--- config.mk ---
export PLATFORM = sky130hd
export DESIGN_NAME = oam_fp_pack_stage
export DESIGN_NICKNAME = d
export VERILOG_FILES = /design/src/rtl/oam_fp_pkg.sv /design/src/rtl/oam_exp_adjust.sv /design/src/rtl/oam_fp_pack_stage.sv
export SDC_FILE = /design/constraint.sdc
export NUM_CORES = 1
export LEC_CHECK = 0
export BUFFER_PORTS_ARGS = -buffer_cell sky130_fd_sc_hd__buf_2
export CELL_PAD_IN_SITES_DETAIL_PLACEMENT = 1
export CELL_PAD_IN_SITES_GLOBAL_PLACEMENT = 2
export CORE_MARGIN = 5
export CORE_UTILIZATION = 28
export DETAILED_ROUTE_END_ITERATION = 10
export PLACE_DENSITY_LB_ADDON = 0.1
export SYNTH_ARGS = -nofsm -noshare
export SYNTH_HDL_FRONTEND = slang
export SYNTH_SLANG_ARGS = --single-unit
--- constraint.sdc ---
create_clock -name clk -period 2.7 [get_ports clk]
set_input_delay 0.27 -clock clk [delete_from_list [all_inputs] [get_ports clk]]
set_output_delay 0.27 -clock clk [all_outputs]
set_load 0.1 [all_outputs]
--- src/rtl/oam_fp_pkg.sv ---
// Shared constants for the approximate-multiplier result packing stage.
package oam_fp_pkg;

    localparam int DEF_MANTISSA_WIDTH = 15;
    localparam int DEF_EXP_WIDTH      = 8;
    localparam int DEF_BIAS           = 127;

    localparam int FLAG_OVF  = 2;
    localparam int FLAG_UDF  = 1;
    localparam int FLAG_ZERO = 0;

    // SHIFT_GE2 is really 2'b1x: only bit 1 is examined for that case.
    localparam logic [1:0] SHIFT_GE2 = 2'b10;
    localparam logic [1:0] SHIFT_GE1 = 2'b01;
    localparam logic [1:0] SHIFT_LT1 = 2'b00;

    function automatic logic signed [2:0] shift_adj(input logic [1:0] shift);
        if (shift[1])
            return 3'sd1;
        else if (shift == SHIFT_GE1)
            return 3'sd0;
        else
            return -3'sd1;
    endfunction

endpackage

--- src/rtl/oam_exp_adjust.sv ---
// Combinational exponent adjust with zero / saturate / flush-to-zero selection.
module oam_exp_adjust
    import oam_fp_pkg::*;
#(
    parameter int MANTISSA_WIDTH = DEF_MANTISSA_WIDTH,
    parameter int EXP_WIDTH      = DEF_EXP_WIDTH
) (
    input  logic signed [EXP_WIDTH+1:0]  esum,
    input  logic        [1:0]            shift,
    input  logic                         zero,
    input  logic        [MANTISSA_WIDTH-1:0] mant_in,
    output logic        [EXP_WIDTH-1:0]  res_exp,
    output logic        [MANTISSA_WIDTH-1:0] res_mant,
    output logic        [2:0]            res_flags
);

    logic signed [2:0]           adj;
    logic signed [EXP_WIDTH+1:0] e;
    logic                        e_ovf;
    logic                        e_udf;

    assign adj   = shift_adj(shift);
    assign e     = esum + {{(EXP_WIDTH-1){adj[2]}}, adj};
    assign e_ovf = (e >= $signed({2'b00, {EXP_WIDTH{1'b1}}}));
    assign e_udf = e[EXP_WIDTH+1] || (e == '0);

    always_comb begin
        res_exp   = '0;
        res_mant  = '0;
        res_flags = '0;
        if (zero) begin
            res_flags[FLAG_ZERO] = 1'b1;
        end else if (e_ovf) begin
            res_exp             = {{(EXP_WIDTH-1){1'b1}}, 1'b0};
            res_mant            = '1;
            res_flags[FLAG_OVF] = 1'b1;
        end else if (e_udf) begin
            res_flags[FLAG_UDF] = 1'b1;
        end else begin
            res_exp  = e[EXP_WIDTH-1:0];
            res_mant = mant_in;
        end
    end

endmodule

--- src/rtl/oam_fp_pack_stage.sv ---
// Two-stage valid/ready packer: exponent sum/sign in stage 1, adjust and pack in stage 2.
// Optional OAM_PACK_STATS_EN adds saturating overflow/underflow/beat counters.
module oam_fp_pack_stage
    import oam_fp_pkg::*;
#(
    parameter int MANTISSA_WIDTH = DEF_MANTISSA_WIDTH,
    parameter int EXP_WIDTH      = DEF_EXP_WIDTH,
    parameter int BIAS           = DEF_BIAS
) (
    input  logic                      clk,
    input  logic                      rst,
    input  logic                      in_valid,
    output logic                      in_ready,
    input  logic                      sign_x,
    input  logic                      sign_y,
    input  logic [EXP_WIDTH-1:0]      exp_x,
    input  logic [EXP_WIDTH-1:0]      exp_y,
    input  logic [MANTISSA_WIDTH-1:0] mant_in,
    input  logic [1:0]                shift_in,
    input  logic                      zero_in,
    output logic                      out_valid,
    input  logic                      out_ready,
    output logic                      out_sign,
    output logic [EXP_WIDTH-1:0]      out_exp,
    output logic [MANTISSA_WIDTH-1:0] out_mant,
    output logic [2:0]                out_flags
`ifdef OAM_PACK_STATS_EN
    ,
    output logic [15:0]               stat_ovf_cnt,
    output logic [15:0]               stat_udf_cnt,
    output logic [15:0]               stat_beats_cnt
`endif
);

    localparam logic signed [EXP_WIDTH+1:0] BIAS_S = BIAS[EXP_WIDTH+1:0];

    logic                        s1_valid;
    logic                        s1_sign;
    logic signed [EXP_WIDTH+1:0] s1_esum;
    logic                        s1_zero;
    logic [MANTISSA_WIDTH-1:0]   s1_mant;
    logic [1:0]                  s1_shift;

    logic                        s2_can_load;
    logic                        in_fire;
    logic signed [EXP_WIDTH+1:0] esum_next;
    logic [EXP_WIDTH-1:0]        adj_exp;
    logic [MANTISSA_WIDTH-1:0]   adj_mant;
    logic [2:0]                  adj_flags;

    assign s2_can_load = !out_valid || out_ready;
    assign in_ready    = !s1_valid || s2_can_load;
    assign in_fire     = in_valid && in_ready;
    assign esum_next   = $signed({2'b00, exp_x}) + $signed({2'b00, exp_y}) - BIAS_S;

    always_ff @(posedge clk) begin
        if (rst) begin
            s1_valid <= 1'b0;
            s1_sign  <= 1'b0;
            s1_esum  <= '0;
            s1_zero  <= 1'b0;
            s1_mant  <= '0;
            s1_shift <= '0;
        end else begin
            // When in_ready is high, stage 1 is either empty or moving into stage 2.
            if (in_ready)
                s1_valid <= in_valid;
            if (in_fire) begin
                s1_sign  <= sign_x ^ sign_y;
                s1_esum  <= esum_next;
                s1_zero  <= zero_in || (exp_x == '0) || (exp_y == '0);
                s1_mant  <= mant_in;
                s1_shift <= shift_in;
            end
        end
    end

    oam_exp_adjust #(
        .MANTISSA_WIDTH (MANTISSA_WIDTH),
        .EXP_WIDTH      (EXP_WIDTH)
    ) u_exp_adjust (
        .esum      (s1_esum),
        .shift     (s1_shift),
        .zero      (s1_zero),
        .mant_in   (s1_mant),
        .res_exp   (adj_exp),
        .res_mant  (adj_mant),
        .res_flags (adj_flags)
    );

    always_ff @(posedge clk) begin
        if (rst) begin
            out_valid <= 1'b0;
            out_sign  <= 1'b0;
            out_exp   <= '0;
            out_mant  <= '0;
            out_flags <= '0;
        end else if (s2_can_load) begin
            out_valid <= s1_valid;
            if (s1_valid) begin
                out_sign  <= s1_sign;
                out_exp   <= adj_exp;
                out_mant  <= adj_mant;
                out_flags <= adj_flags;
            end
        end
    end

`ifdef OAM_PACK_STATS_EN
    logic out_fire;
    assign out_fire = out_valid && out_ready;

    always_ff @(posedge clk) begin
        if (rst) begin
            stat_ovf_cnt   <= '0;
            stat_udf_cnt   <= '0;
            stat_beats_cnt <= '0;
        end else if (out_fire) begin
            if (out_flags[FLAG_OVF] && stat_ovf_cnt != 16'hFFFF)
                stat_ovf_cnt <= stat_ovf_cnt + 16'd1;
            if (out_flags[FLAG_UDF] && stat_udf_cnt != 16'hFFFF)
                stat_udf_cnt <= stat_udf_cnt + 16'd1;
            if (stat_beats_cnt != 16'hFFFF)
                stat_beats_cnt <= stat_beats_cnt + 16'd1;
        end
    end
`endif

endmodule

* After elaboration in Yosys (flattened, before gate mapping) *
Cells that the tools add are included.

word-level totals
  register bits = 58
  bits of input ports = 40
  output and inout bits = 29
  word-level logic and storage cells = 42

operators by class
  $add $sub $neg = 3
  $lt $le $gt $ge = 1
  eq/ne operators = 1
  multiplexer cells = 13
  bitwise operators = 1
  reduce and logical (&&, ||, !) cells = 12

operator list
  kind                                                                                   number
  15-bit two-way mux                                                                     3
  8-bit two-way mux                                                                      3
  8-bit zero test                                                                        2
  10-bit adder                                                                           1
  10-bit by 9-bit greater-or-equal comparator with 1-bit output (second input constant)  1
  10-bit zero test                                                                       1
  9-bit by 7-bit subtractor with 10-bit output (second input constant)                   1
  8-bit by 8-bit adder with 9-bit output                                                 1
  3-bit two-way mux                                                                      2
  1-bit logical OR                                                                       5
  1-bit two-way mux                                                                      4
  2-bit by 1-bit equality test with 1-bit output (second input constant)                 1
  1-bit zero test                                                                        2
  2-bit two-way mux                                                                      1
  2-bit AND reduction                                                                    1
  1-bit logical AND                                                                      1
  1-bit bitwise XOR                                                                      1

* Logic depth before layout (Yosys ltp) *
Gate-level depths: netlist of run 1.

  depth after elaboration = 9
  gate-level depth with buffers = 12
  mapped depth without buffers = 12

* By module *
A second synthesis of run 1 with hierarchy kept.

second synthesis, totals
  cells, all modules = 420
  area, all modules = 3240.6 µm²

modules (own cells, without submodules)
  module             instances  cells each  area an instance (µm²)  sequential area each (µm²)
  oam_fp_pack_stage  1          304         2463.6                  1161.1
  oam_exp_adjust     1          116         777.0                   0.0

* Least setup slack after synthesis of run 1 *
No wires, ideal clock.

  kind = reg2reg
  start point = reg out_valid
  end point = reg s1_esum[0]
  library setup time = 86 ps
  arrival time = 2809 ps
  required time = 2614 ps
  setup slack = -195 ps
  stages on the path, launching flop included = 7
  path buffers = 2
  period minus slack after synthesis = 2895 ps
  path through = dfxtp_1 -> nor2b_1 -> nand2_1 -> and2_1 -> clkbuf_1 -> clkbuf_1 -> a211oi_1

between the ends
  word-level cells in the longest chain between the ends = 4

ends and longest elaborated chain
  what                    line                     text
  from (decl)             oam_fp_pack_stage.sv:21  output logic out_valid,
  from (signal assigned)  oam_fp_pack_stage.sv:99  out_valid <= s1_valid;
  1-bit zero test         oam_fp_pack_stage.sv:51  assign s2_can_load = !out_valid || out_ready;
  1-bit logical OR        oam_fp_pack_stage.sv:51
  1-bit logical OR        oam_fp_pack_stage.sv:52  assign in_ready = !s1_valid || s2_can_load;
  named net in_ready      oam_fp_pack_stage.sv:13  output logic in_ready,
  1-bit logical AND       oam_fp_pack_stage.sv:53  assign in_fire = in_valid && in_ready;
  to (signal assigned)    oam_fp_pack_stage.sv:70  s1_esum <= esum_next;
  to (decl)               oam_fp_pack_stage.sv:39  logic signed [EXP_WIDTH+1:0] s1_esum;

The timed path passes the listed nets, and every way through them passes these cells.
A chain may end at the register's enable or synchronous reset.

* Final worst setup path of run 1 *
  start point = reg s1_shift[1]
  end point = reg out_exp[5]

between the ends
  word-level cells in the longest chain between the ends = 9
  elaborated cells on any way between the ends = 10
  those cells by class = add/sub (1); order compare (1); eq/ne (1); mux (5); reduce/logical (2)

ends and longest elaborated chain
  what                                                                                                   line                      text
  from (decl)                                                                                            oam_fp_pack_stage.sv:42   logic [1:0] s1_shift;
  from (signal assigned)                                                                                 oam_fp_pack_stage.sv:73   s1_shift <= shift_in;
  2-bit by 1-bit equality test with 1-bit output                                                         oam_fp_pkg.sv:20          else if (shift == SHIFT_GE1)
  3-bit two-way mux                                                                                      oam_fp_pkg.sv:20
  3-bit two-way mux (*)                                                                                  oam_fp_pkg.sv:18          if (shift[1])
  10-bit adder (*)                                                                                       oam_exp_adjust.sv:23      assign e = esum + {{(EXP_WIDTH-1){adj[2]}}, adj};
  branches (longest 3 deep; another with 10-bit by 9-bit greater-or-equal comparator with 1-bit output)  -
  8-bit two-way mux (*)                                                                                  oam_exp_adjust.sv:33      end else if (e_ovf) begin
  8-bit two-way mux (*)                                                                                  oam_exp_adjust.sv:31      if (zero) begin
  to (signal assigned)                                                                                   oam_fp_pack_stage.sv:102  out_exp <= adj_exp;
  to (decl)                                                                                              oam_fp_pack_stage.sv:24   output logic [EXP_WIDTH-1:0] out_exp,

Every way passes the cells marked *.

==> metrics, run 1 <==
status complete, no violations; final clock skew 0.01698 ns; CTS tree done; fin crit period 2.647 ns; Layout area overhead 32.13%; WHS 0.1659 ns; Pins Over Slew Limit 0; yosys warns 0; Setup CP Type flop to flop; Die Wd 114.4 um; maximum clock frequency 377.8 MHz; Nets 521; Placement Rows 38; Syn Inst Count 374; Mapped Area 3053 sq um; final period utilization 98.02%; syn nets 433; Buffers on Ports 68; Final GP Congestion 0.7840; r2r setup slk 0.05 ns; first-pass GRT wire length 14,810 um; placed insts 584; CP dominant cell by count a21oi_2; worst skew pair latency 0.34 ns; remaining routing DRC violations 0; worst path cell trace nand2b_4 -> ha_4 -> or4_4 -> o2111a_1 -> a21oi_2 -> mux2i_1 -> buf_4 -> xnor2_4 -> buf_6 -> or3_4 -> a21oi_2; hold path depth 3; HP Class input pin to flop; library cells used by synthesis 47; arrival time at the worst endpoint 2.90 ns; WL final 8973 um; Hold EP s1_mant[5]$_SDFFE_PP0P_; reg2reg end out_exp[5]$_SDFFE_PP0P_; pre-CTS setup slack -0.2047 ns; H-tree lvl count 3; Routed Antenna Nets 0; GRT Overall Usage 14.18%; clock tree sinks 58; share of the synthesized area in the top cell type 38.03%; largest net degree at the start of global routing 38; setup slack after layout 0.05333 ns; sequential area share after synthesis 38.03%; Mapped Avg Cell Area 8.163 sq um; Worst setup SP type flop; die area 13,090 sq um; Worst VDD drop 0.3062 mV; DR iter-0 viols 73; initial antenna violation count 0; Post-synth EDFFs 0; antenna diode count 0; Worst setup EP type flop; fin util 37.54%; DIE HEIGHT 114.4 um; setup repair after global routing missed its margin yes; WP data required 2.96 ns; Worst Reg-to-Reg Cells 11; Max Cap Violations 0; ranking of synthesized cells by area dfxtp_1, nand2_1, ha_1; Reg clk slew, reported paths 0.08 ns; TNS Setup 0 ns; slowest stage delay, CP 0.42 ns; post-DP HPWL 6771 um; Via density 4.708; cell accounting for the most synthesized area dfxtp_1; final hold vios 0; Worst-Margin Slew 0.9756 ns; via count 2,858; layout cell share with drive strength beyond 1 30.62%; WL per Instance 14.78 um; grt total ovfl 0; Max-Slew Margin vs Limit 34.96%; FF+latch count, synth 58; # setup viols final 0; Clock Tree Buf Depth 2; hold_sp mant_in[5]; initial core utilization 28.41%; Pwr per Cell Area 678.8 nW/um^2; I/O pins 69; Root Buffer clkbuf_8; asr flop ratio synth 0%; Synth Flop Type dfxtp_1; leak pwr 1.760 nW; Worst Path Max Fanout 5; number of buffers inserted by hold repair at cts 0; core area 10,750 sq um; clock buffer count from CTS 9; vias in the first global route 2,940; drt first pass iters 4; origin of the critical flop-to-flop path s1_shift[1]$_SDFFE_PP0P_; fin cells 607; Crit-path slowest cell or4_4
-- repair_timing --
action | in CTS | in global routing
buffers inserted | 3 | 2
resized for setup | 13 | 24
pin swaps | 5 | 11
cloned | 2 | 1
endpoints found under the setup margin | 22 | 25
-- logic make-up (layout without fill, tap and decap cells) --
| kind of cell | after synthesis | after routing | synth area share (%) |
|---|---|---|---|
| flops | 58 | 58 | 38.03 |
| simple gates | 130 | 130 | 20.70 |
| fa+ha+maj | 19 | 19 | 8.033 |
| buf+inv | 49 | 142 | 7.295 |
| mux | 2 | 2 | 0.6967 |
| xor+xnor | 11 | 11 | 3.402 |
| compound gates | 105 | 105 | 21.84 |
-- layer usage --
| metal | part of all wire, % | track usage (%) |
|---|---|---|
| met1 | 48 | 19.50 |
| met4 | 1.0 | 4.276 |
| met2 | 47 | 22.78 |
| met3 | 3.5 | 2.326 |
| met5 | 0 | 0 |
-- sequential cells by signal, indices dropped and copies added (netlist names) --
register	count
out_mant	15
s1_mant	15
s1_esum	10
out_exp	8
out_flags	3
s1_shift	2
out_sign	1
out_valid	1
s1_sign	1
s1_valid	1
s1_zero	1
-- stage by stage --
stage          power (W)  cell area, sq um
3_3_place_gp    0.001919              3652
4_1_cts         0.002691              3911
3_5_place_dp    0.001928              3652
5_1_grt         0.002898              4034
6_report        0.002738              4034
2_1_floorplan   0.001673              3054
-- worst max-delay path by stage --
| stage | cells after the start | startpoint | endpoint | slack [ns] |
|---|---|---|---|---|
| global route | 13 | s1_shift[0]$_SDFFE_PP0P_ | out_mant[1]$_SDFFE_PP0P_ | -0.04 |
| floorplan | 12 | s1_shift[1]$_SDFFE_PP0P_ | out_mant[10]$_SDFFE_PP0P_ | 0.002 |
| finish | 11 | s1_shift[1]$_SDFFE_PP0P_ | out_exp[5]$_SDFFE_PP0P_ | 0.05 |
| global placement | 10 | s1_shift[1]$_SDFFE_PP0P_ | out_mant[3]$_SDFFE_PP0P_ | -0.11 |
| CTS | 11 | s1_shift[1]$_SDFFE_PP0P_ | out_exp[5]$_SDFFE_PP0P_ | -0.005 |
| detailed placement | 10 | s1_shift[1]$_SDFFE_PP0P_ | out_mant[3]$_SDFFE_PP0P_ | -0.20 |
-- final cells by class --
cell class | count | area, sq um
clock buffer | 11 | 141.4
sequential | 58 | 1167
timing repair buffer | 102 | 639.4
clock inverter | 5 | 30.03
tap | 140 | 175.2
inverter | 24 | 90.09
fill | 1343 | 6711
multi-input combinational | 267 | 1790
-- where the power goes --
part | switching [W] | leakage [nW] | internal [W] | total (W)
sequential | 0.0000540 | 0.477 | 0.000924 | 0.000978
clock | 0.000349 | 0.0851 | 0.000353 | 0.000702
combinational | 0.000657 | 1.20 | 0.000401 | 0.00106
-- cell usage in the layout, fill, tap and decap left out, drive strengths merged, types with 2 or more instances in the layout --
cell,Yosys,layout
a211oi,4,4
a21o,2,2
a21oi,38,38
a22o,20,20
buf,10,102
clkbuf,15,11
clkinv,0,3
clkinvlp,0,2
dfxtp,58,58
ha,18,18
inv,24,24
nand2,67,67
nand2b,5,5
nand3,5,5
nand3b,3,3
nand4,2,2
nor2,18,18
nor2b,2,2
nor3,7,7
nor4,6,6
o21a,4,4
o21ai,25,25
o21bai,2,2
o22ai,4,4
or3,6,6
or4,6,6
xnor2,10,10
-- worst max-delay path: cells and delay by family, from the launching register on --
family,cells,cell delay (ns)
compound gates,3,0.52
xor+xnor,1,0.08
fa+ha+maj,1,0.17
buf+inv,2,0.29
flops,1,0.34
mux,1,0.23
simple gates,3,0.93
-- cell usage after synthesis (2+ instances only) --
cell type / n
o21a_1: 4
a21oi_1: 37
nand2b_1: 5
a211oi_1: 4
or3_1: 6
o21ai_1: 10
nor2_1: 17
o22ai_1: 4
nor2b_1: 2
nor4_1: 6
o21ai_0: 14
nor3_4: 2
inv_1: 24
buf_6: 4
clkbuf_1: 14
nand3_1: 5
buf_2: 6
a22o_1: 20
dfxtp_1: 58
or4_1: 4
nand3b_1: 3
or4_4: 2
o21bai_1: 2
ha_1: 18
xnor2_1: 9
nor3_1: 5
nand4_1: 2
nand2_1: 67
a21o_1: 2
Power figures use the tool's default switching activity.
==> inputs of run 2 (changes only) <==
--- a/config.mk
+++ b/config.mk
@@ -11,6 +11,7 @@
 export CORE_MARGIN = 5
 export CORE_UTILIZATION = 28
 export DETAILED_ROUTE_END_ITERATION = 10
+export MAX_ROUTING_LAYER = met4
 export PLACE_DENSITY_LB_ADDON = 0.1
 export SYNTH_ARGS = -nofsm -noshare
 export SYNTH_HDL_FRONTEND = slang
==> constraint.sdc (replaced) <==
create_clock -name clk -period 2.2 [get_ports clk]
set_input_delay 0.22 -clock clk [delete_from_list [all_inputs] [get_ports clk]]
set_output_delay 0.22 -clock clk [all_outputs]
set_load 0.1 [all_outputs]
==> metrics, run 2 (same netlist as run 1, synthesis figures left out) <==
status finished, violations left (was complete, no violations); failing checks negative setup slack; net switching power 0.001307 W (was 0.001060 W); Sequential Power Share 34.0% (was 35.7%); grt total ovfl 0 (unchanged); Worst setup SP type flop (unchanged); Buffers on Ports 68 (unchanged); worst path cell trace nand2b_4 -> ha_4 -> ha_4 -> or4_4 -> o21a_4 -> nor3_4 -> o21ai_2 -> nor3_4 -> buf_12 -> o21ai_1 -> a22o_1 (was nand2b_4 -> ha_4 -> or4_4 -> o2111a_1 -> a21oi_2 -> mux2i_1 -> buf_4 -> xnor2_4 -> buf_6 -> or3_4 -> a21oi_2); Clock Tree Buf Depth 2 (unchanged); # setup viols final 25 (was 0); worst skew pair latency 0.34 ns (about the same); vias in the first global route 2,986 (was 2,940); DR iter-0 viols 110 (was 73); via count 2,906 (was 2,858); core area 10,750 sq um (unchanged); Placed Instance Area 3820 sq um (was 3652 sq um); Reg clk slew, reported paths 0.07 ns (was 0.08 ns); fin crit period 2.601 ns (was 2.647 ns); remaining routing DRC violations 0 (unchanged); Nets 529 (was 521); most frequent cells in the layout buf_2, nand2_1, dfxtp_1 (unchanged); first-pass GRT wire length 14,940 um (was 14,810 um); antenna diode count 0 (unchanged); leak pwr 1.818 nW (was 1.760 nW); setup repair after global routing missed its margin yes (unchanged); Final GP Congestion 0.8013 (was 0.7840); WP data required 2.42 ns (was 2.96 ns); combinational power share 36.8% (was 38.6%); layout cell share with drive strength beyond 1 32.42% (was 30.62%); GRT Overall Usage 14.85% (was 14.18%); Root Buffer clkbuf_8 (unchanged); Pins Over Slew Limit 0 (unchanged); Routed Antenna Nets 0 (unchanged); fin util 38.44% (was 37.54%); WP buf/inv 1 (was 2); Via density 4.725 (was 4.708); switch share 37.32% (was 38.72%); Crit-path slowest cell or4_4 (unchanged); final period utilization 118.2% (was 98.02%); post-DP HPWL 7097 um (was 6771 um); most common cell after layout, fill and taps aside buf_2 (unchanged); Max Cap Violations 0 (unchanged); Layout area overhead 35.29% (was 32.13%); clock tree sinks 58 (unchanged); WL final 9177 um (was 8973 um); Clk pwr share 29.2% (was 25.6%); TNS Setup -8.974 ns (was 0 ns); Setup CP Type flop to flop (unchanged); Regs by FF count out_mant x15, s1_mant x15, s1_esum x10 (unchanged); delay-heaviest family, CP simple AND/OR/NAND/NOR gates (unchanged); H-tree lvl count 3 (unchanged); clock buffer count from CTS 9 (unchanged); WL per Instance 14.92 um (was 14.78 um); r2r setup slk -0.40 ns (was 0.05 ns); maximum clock frequency 384.5 MHz (was 377.8 MHz); post-route cell area 4130 sq um (was 4034 sq um); I/O pins 69 (unchanged); initial antenna violation count 0 (unchanged); P_int 0.002196 W (was 0.001678 W); final hold vios 0 (unchanged); DIE HEIGHT 114.4 um (unchanged); arrival time at the worst endpoint 2.82 ns (was 2.90 ns); Die Wd 114.4 um (unchanged); initial core utilization 28.41% (unchanged); largest net degree at the start of global routing 38 (unchanged); drt first pass iters 4 (unchanged); fill count 1,320 (was 1,343); Worst Path Max Fanout 16 (was 5); CTS tree done (unchanged); Pwr per Cell Area 848.2 nW/um^2 (was 678.8 nW/um^2); HP Class input pin to flop (unchanged); final clock skew 0.01342 ns (was 0.01698 ns); slowest stage delay, CP 0.44 ns (was 0.42 ns); die area 13,090 sq um (unchanged); Worst VDD drop 0.3116 mV (was 0.3062 mV); Max-Slew Margin vs Limit 55.31% (was 34.96%); setup slack after layout -0.4010 ns (was 0.05333 ns); Worst-Margin Slew 0.6704 ns (was 0.9756 ns); Worst setup EP type flop (unchanged); Placement Rows 38 (unchanged)
[run 2: cell count changes in the layout (fill, tap and decap cells not counted), sizes merged]
cell	delta
clkinv	-2
bufinv	+1
buf	+8
clkbuf	+1
[run 2: per-layer routing]
| metal | global-route usage (%) | vias to the layer above | part of all wire, % |
|---|---|---|---|
| li1 | - | 1496 | - |
| met1 | 21.37 | 1347 | 52 |
| met2 | 20.88 | 57 | 44 |
| met3 | 3.013 | 6 | 3.3 |
| met4 | 4.355 | 0 | 1.2 |
| met5 | - | - | 0 |
[run 2: stage by stage]
step	total power, W	instances	hold WS (ns)	setup slack, ns
final	0.003503	615	0.1141	-0.4010
after floorplan	0.002080	374	0.3374	-0.3964
after global routing	0.003709	615	0.1036	-0.5069
after detailed placement	0.002423	596	0.4479	-0.4277
after global placement	0.002408	596	0.4415	-0.3606
after CTS	0.003528	615	0.09742	-0.3718
[run 2: final cells by class]
class,instances,area [sq um],share of cell area (%)
inverters,24,90.09,2.181
repair buffers,110,698.2,16.90
multi-input cells,267,1793,43.41
well taps,140,175.2,4.241
clock inverters,4,50.05,1.212
clock buffers,12,155.1,3.756
flip-flops and latches,58,1169,28.29
[run 2: worst min-delay path: cells and delay by family]
kind | cells | cell delay [ns]
AOI/OAI and AO/OA | 1 | 0.05
and+or+nand+nor | 1 | 0.04
buffers and inverters | 1 | 0.10
[run 2: repair_timing]
item	CTS	global route
buffers inserted	1	0
pin swaps	10	5
gates cloned	2	0
hold buffers	0	0
setup endpoints to repair	25	26
resized for setup	18	9
[run 2: path summary, 6_finish.rpt]
check,cells after the start,to,startpoint
min,3,s1_mant[7]$_SDFFE_PP0P_,mant_in[7]
max reg2reg,11,out_mant[13]$_SDFFE_PP0P_,s1_shift[1]$_SDFFE_PP0P_
min reg2reg,2,out_flags[1]$_SDFFE_PP0P_,out_flags[1]$_SDFFE_PP0P_
max,11,out_mant[13]$_SDFFE_PP0P_,s1_shift[1]$_SDFFE_PP0P_
[run 2: power groups by stage]
stage	clock, W	sequential [W]	combinational [W]
after floorplan	0	0.00150	0.000577
after global placement	0	0.00121	0.00120
after detailed placement	0	0.00122	0.00121
after CTS	0.00105	0.00119	0.00128
after global routing	0.00111	0.00120	0.00140
final	0.00102	0.00119	0.00129
==> inputs of run 3 (changes only) <==
--- a/config.mk
+++ b/config.mk
@@ -15,4 +15,5 @@
 export PLACE_DENSITY_LB_ADDON = 0.1
 export SYNTH_ARGS = -nofsm -noshare
 export SYNTH_HDL_FRONTEND = slang
+export SYNTH_HIERARCHICAL = 1
 export SYNTH_SLANG_ARGS = --single-unit
==> metrics, run 3 <==
largest net degree at the start of global routing 56 (was 38); met3 Resource Use GR 3.988% (was 3.013%); initial core utilization 28.50% (was 28.41%); cell accounting for the most synthesized area dfxtp_1 (unchanged); hold path depth 3 (unchanged); Max-Slew Margin vs Limit 36.31% (was 55.31%); core area 11,370 sq um (was 10,750 sq um); antenna diode count 0 (unchanged); library cells used by synthesis 55 (was 47); layout cell share with drive strength beyond 1 34.62% (was 32.42%); remaining routing DRC violations 0 (unchanged); Max Cap Violations 0 (unchanged); sequential area share after synthesis 35.83% (was 38.03%); WP data required 2.46 ns (was 2.42 ns); post-DP HPWL 7352 um (was 7097 um); CTS tree done (unchanged); Setup CP Type flop to flop (unchanged); most numerous cell in the Yosys netlist nand2_1 (unchanged); Worst setup EP type flop (unchanged); worst skew pair latency 0.33 ns (was 0.34 ns); Layout area overhead 41.54% (was 35.29%); arrival time at the worst endpoint 3.12 ns (was 2.82 ns); fin util 40.34% (was 38.44%); clock tree sinks 58 (unchanged); # setup viols final 25 (unchanged); HP Class input pin to flop (unchanged); Placed Instance Area 3935 sq um (was 3820 sq um); Clock Tree Buf Depth 2 (unchanged); Mapped Area 3241 sq um (was 3053 sq um); final period utilization 130.3% (was 118.2%); fin cells 663 (was 615); CP Launch Point s1_shift[0]$_SDFFE_PP0P_ (was s1_shift[1]$_SDFFE_PP0P_); origin of the critical flop-to-flop path s1_shift[0]$_SDFFE_PP0P_ (was s1_shift[1]$_SDFFE_PP0P_); yosys warns 6 (was 0); Crit-path slowest cell or4_1 (was or4_4); Syn Inst Count 420 (was 374); pre-CTS setup slack -0.7229 ns (was -0.4277 ns); M2 GR Usage 22.88% (was 20.88%); worst path cell trace or2_4 -> xnor2_4 -> ha_4 -> nor4_4 -> or3_1 -> nand2_1 -> or4_1 -> o41a_1 -> buf_12 -> a21oi_1 -> nand2_1 -> a21oi_2 (was nand2b_4 -> ha_4 -> ha_4 -> or4_4 -> o21a_4 -> nor3_4 -> o21ai_2 -> nor3_4 -> buf_12 -> o21ai_1 -> a22o_1); via count 3,238 (was 2,906); first-pass GRT wire length 16,910 um (was 14,940 um); Via density 4.884 (was 4.725); Worst Path Max Fanout 18 (was 16); r2r setup slk -0.67 ns (was -0.40 ns); most common cell after layout, fill and taps aside nand2_1 (was buf_2); Die Wd 117.6 um (was 114.4 um); hold_sp mant_in[5] (was mant_in[7]); FF+latch count, synth 58 (unchanged); Buffers on Ports 68 (unchanged); DIE HEIGHT 117.6 um (was 114.4 um); Worst-Margin Slew 0.9554 ns (was 0.6704 ns); H-tree lvl count 3 (unchanged); Worst VDD drop 0.4174 mV (was 0.3116 mV); final hold vios 0 (unchanged); fin crit period 2.867 ns (was 2.601 ns); Reg clk slew, reported paths 0.06 ns (was 0.07 ns); final clock skew 0.008787 ns (was 0.01342 ns); clock buffer count from CTS 9 (unchanged); drt first pass iters 6 (was 4); most frequent cells after synthesis nand2_1, a21oi_1, dfxtp_1, ha_1, o21ai_0 (was nand2_1, dfxtp_1, a21oi_1, inv_1, a22o_1); die area 13,830 sq um (was 13,090 sq um); slowest stage delay, CP 0.48 ns (was 0.44 ns); placed insts 635 (was 596); initial antenna violation count 0 (unchanged); CP dominant cell by count nand2_1; Routed Antenna Nets 0 (unchanged); Pins Over Slew Limit 0 (unchanged); WL final 10,180 um (was 9177 um); Mapped Avg Cell Area 7.716 sq um (was 8.163 sq um); post-route cell area 4587 sq um (was 4130 sq um); asr flop ratio synth 0% (unchanged); Nets 574 (was 529); DR iter-0 viols 97 (was 110); vias in the first global route 3,321 (was 2,986); maximum clock frequency 348.8 MHz (was 384.5 MHz); Worst setup SP type flop (unchanged); syn nets 479 (was 433); met1 Track Usage GR 20.16% (was 21.37%); GR peak layer met2 (was met1); reg2reg end out_exp[1]$_SDFFE_PP0P_ (was out_mant[13]$_SDFFE_PP0P_); share of the synthesized area in the top cell type 35.83% (was 38.03%); fill count 1,387 (was 1,320); most frequent cells in the layout nand2_1, buf_2, a21oi_1 (was buf_2, nand2_1, dfxtp_1); ranking of synthesized cells by area dfxtp_1, nand2_1, a21oi_1 (was dfxtp_1, nand2_1, ha_1); Post-synth EDFFs 0 (unchanged); Pwr per Cell Area 960.8 nW/um^2 (was 848.2 nW/um^2); Synth Flop Type dfxtp_1 (unchanged); setup repair after global routing missed its margin yes (unchanged); Regs by FF count out_mant x15, s1_mant x15, s1_esum x10 (unchanged); delay-heaviest family, CP simple AND/OR/NAND/NOR gates (unchanged); I/O pins 69 (unchanged); setup slack after layout -0.6669 ns (was -0.4010 ns); leak pwr 1.914 nW (was 1.818 nW); Worst Reg-to-Reg Cells 12 (was 11); WL per Instance 15.36 um (was 14.92 um); Placement Rows 39 (was 38); Root Buffer clkbuf_16 (was clkbuf_8); status finished, violations left (unchanged); Hold EP s1_mant[5]$_SDFFE_PP0P_ (was s1_mant[7]$_SDFFE_PP0P_); Final GP Congestion 0.7945 (was 0.8013); GRT Overall Usage 15.23% (was 14.85%); WP buf/inv 1 (unchanged); grt total ovfl 0 (unchanged); failing checks negative setup slack (unchanged)
## run 3: cell families (layout without fill, tap and decap cells)
logic type / after synthesis / after routing / synth area share [%]
xor gates and xnor gates: 9 / 9 / 2.433
and+or+nand+nor: 160 / 160 / 22.47
AOI/OAI and AO/OA: 131 / 131 / 25.48
DFF: 58 / 58 / 35.83
buffers and inverters: 43 / 143 / 6.216
adders and majority gates: 19 / 19 / 7.568
## run 3: layout make-up
| class | count | area [sq um] | share of cell area, % |
|---|---|---|---|
| Multi-Input combinational cell | 319 | 2064 | 45.01 |
| Sequential cell | 58 | 1170 | 25.50 |
| Timing Repair Buffer | 116 | 822.0 | 17.92 |
| Clock buffer | 10 | 239.0 | 5.210 |
| Tap cell | 143 | 178.9 | 3.901 |
| Clock inverter | 6 | 66.31 | 1.446 |
| Inverter | 11 | 46.29 | 1.009 |
## run 3: metal layers
metal  vias to the layer above  part of all wire, %
met5                         -                    0
met4                         0                  1.2
met3                         8                  4.6
met2                        63                   45
met1                      1503                   49
li1                       1664                    -
## run 3: report_power, final
group          internal, W  switching [W]
Clock             0.000906       0.000509
Combinational     0.000777        0.00103
Sequential         0.00113      0.0000533
## run 3: what timing repair did
item | 4_1_cts | 5_1_grt
buffers inserted | 7 | 2
gates resized for setup | 27 | 11
gates cloned | 3 | 0
endpoints found under the setup margin | 25 | 25
hold buffers | 0 | 0
pin swaps | 12 | 7
## run 3: through the flow
stage | hold slack [ns] | TNS [ns] | total power [W]
5_1_grt | 0.1358 | -18.06 | 0.004650
3_3_place_gp | 0.4411 | -12.43 | 0.002626
3_5_place_dp | 0.4482 | -14.34 | 0.002640
4_1_cts | 0.1241 | -13.98 | 0.004396
2_1_floorplan | 0.3495 | -17.25 | 0.002264
6_report | 0.1332 | -14.74 | 0.004407
## run 3: worst max-delay path by stage
stage | to | slack [ns] | depth (start not counted)
5_1_grt | out_exp[1]$_SDFFE_PP0P_ | -0.82 | 12
4_1_cts | out_exp[1]$_SDFFE_PP0P_ | -0.64 | 12
3_5_place_dp | out_mant[4]$_SDFFE_PP0P_ | -0.72 | 11
3_3_place_gp | out_exp[1]$_SDFFE_PP0P_ | -0.65 | 11
6_report | out_exp[1]$_SDFFE_PP0P_ | -0.67 | 12
2_1_floorplan | out_mant[10]$_SDFFE_PP0P_ | -0.80 | 16
## run 3: tightest hold or removal path: cells and delay by family
kind | cells | cell delay [ns]
simple gates | 1 | 0.05
compound gates | 1 | 0.05
buf+inv | 1 | 0.10
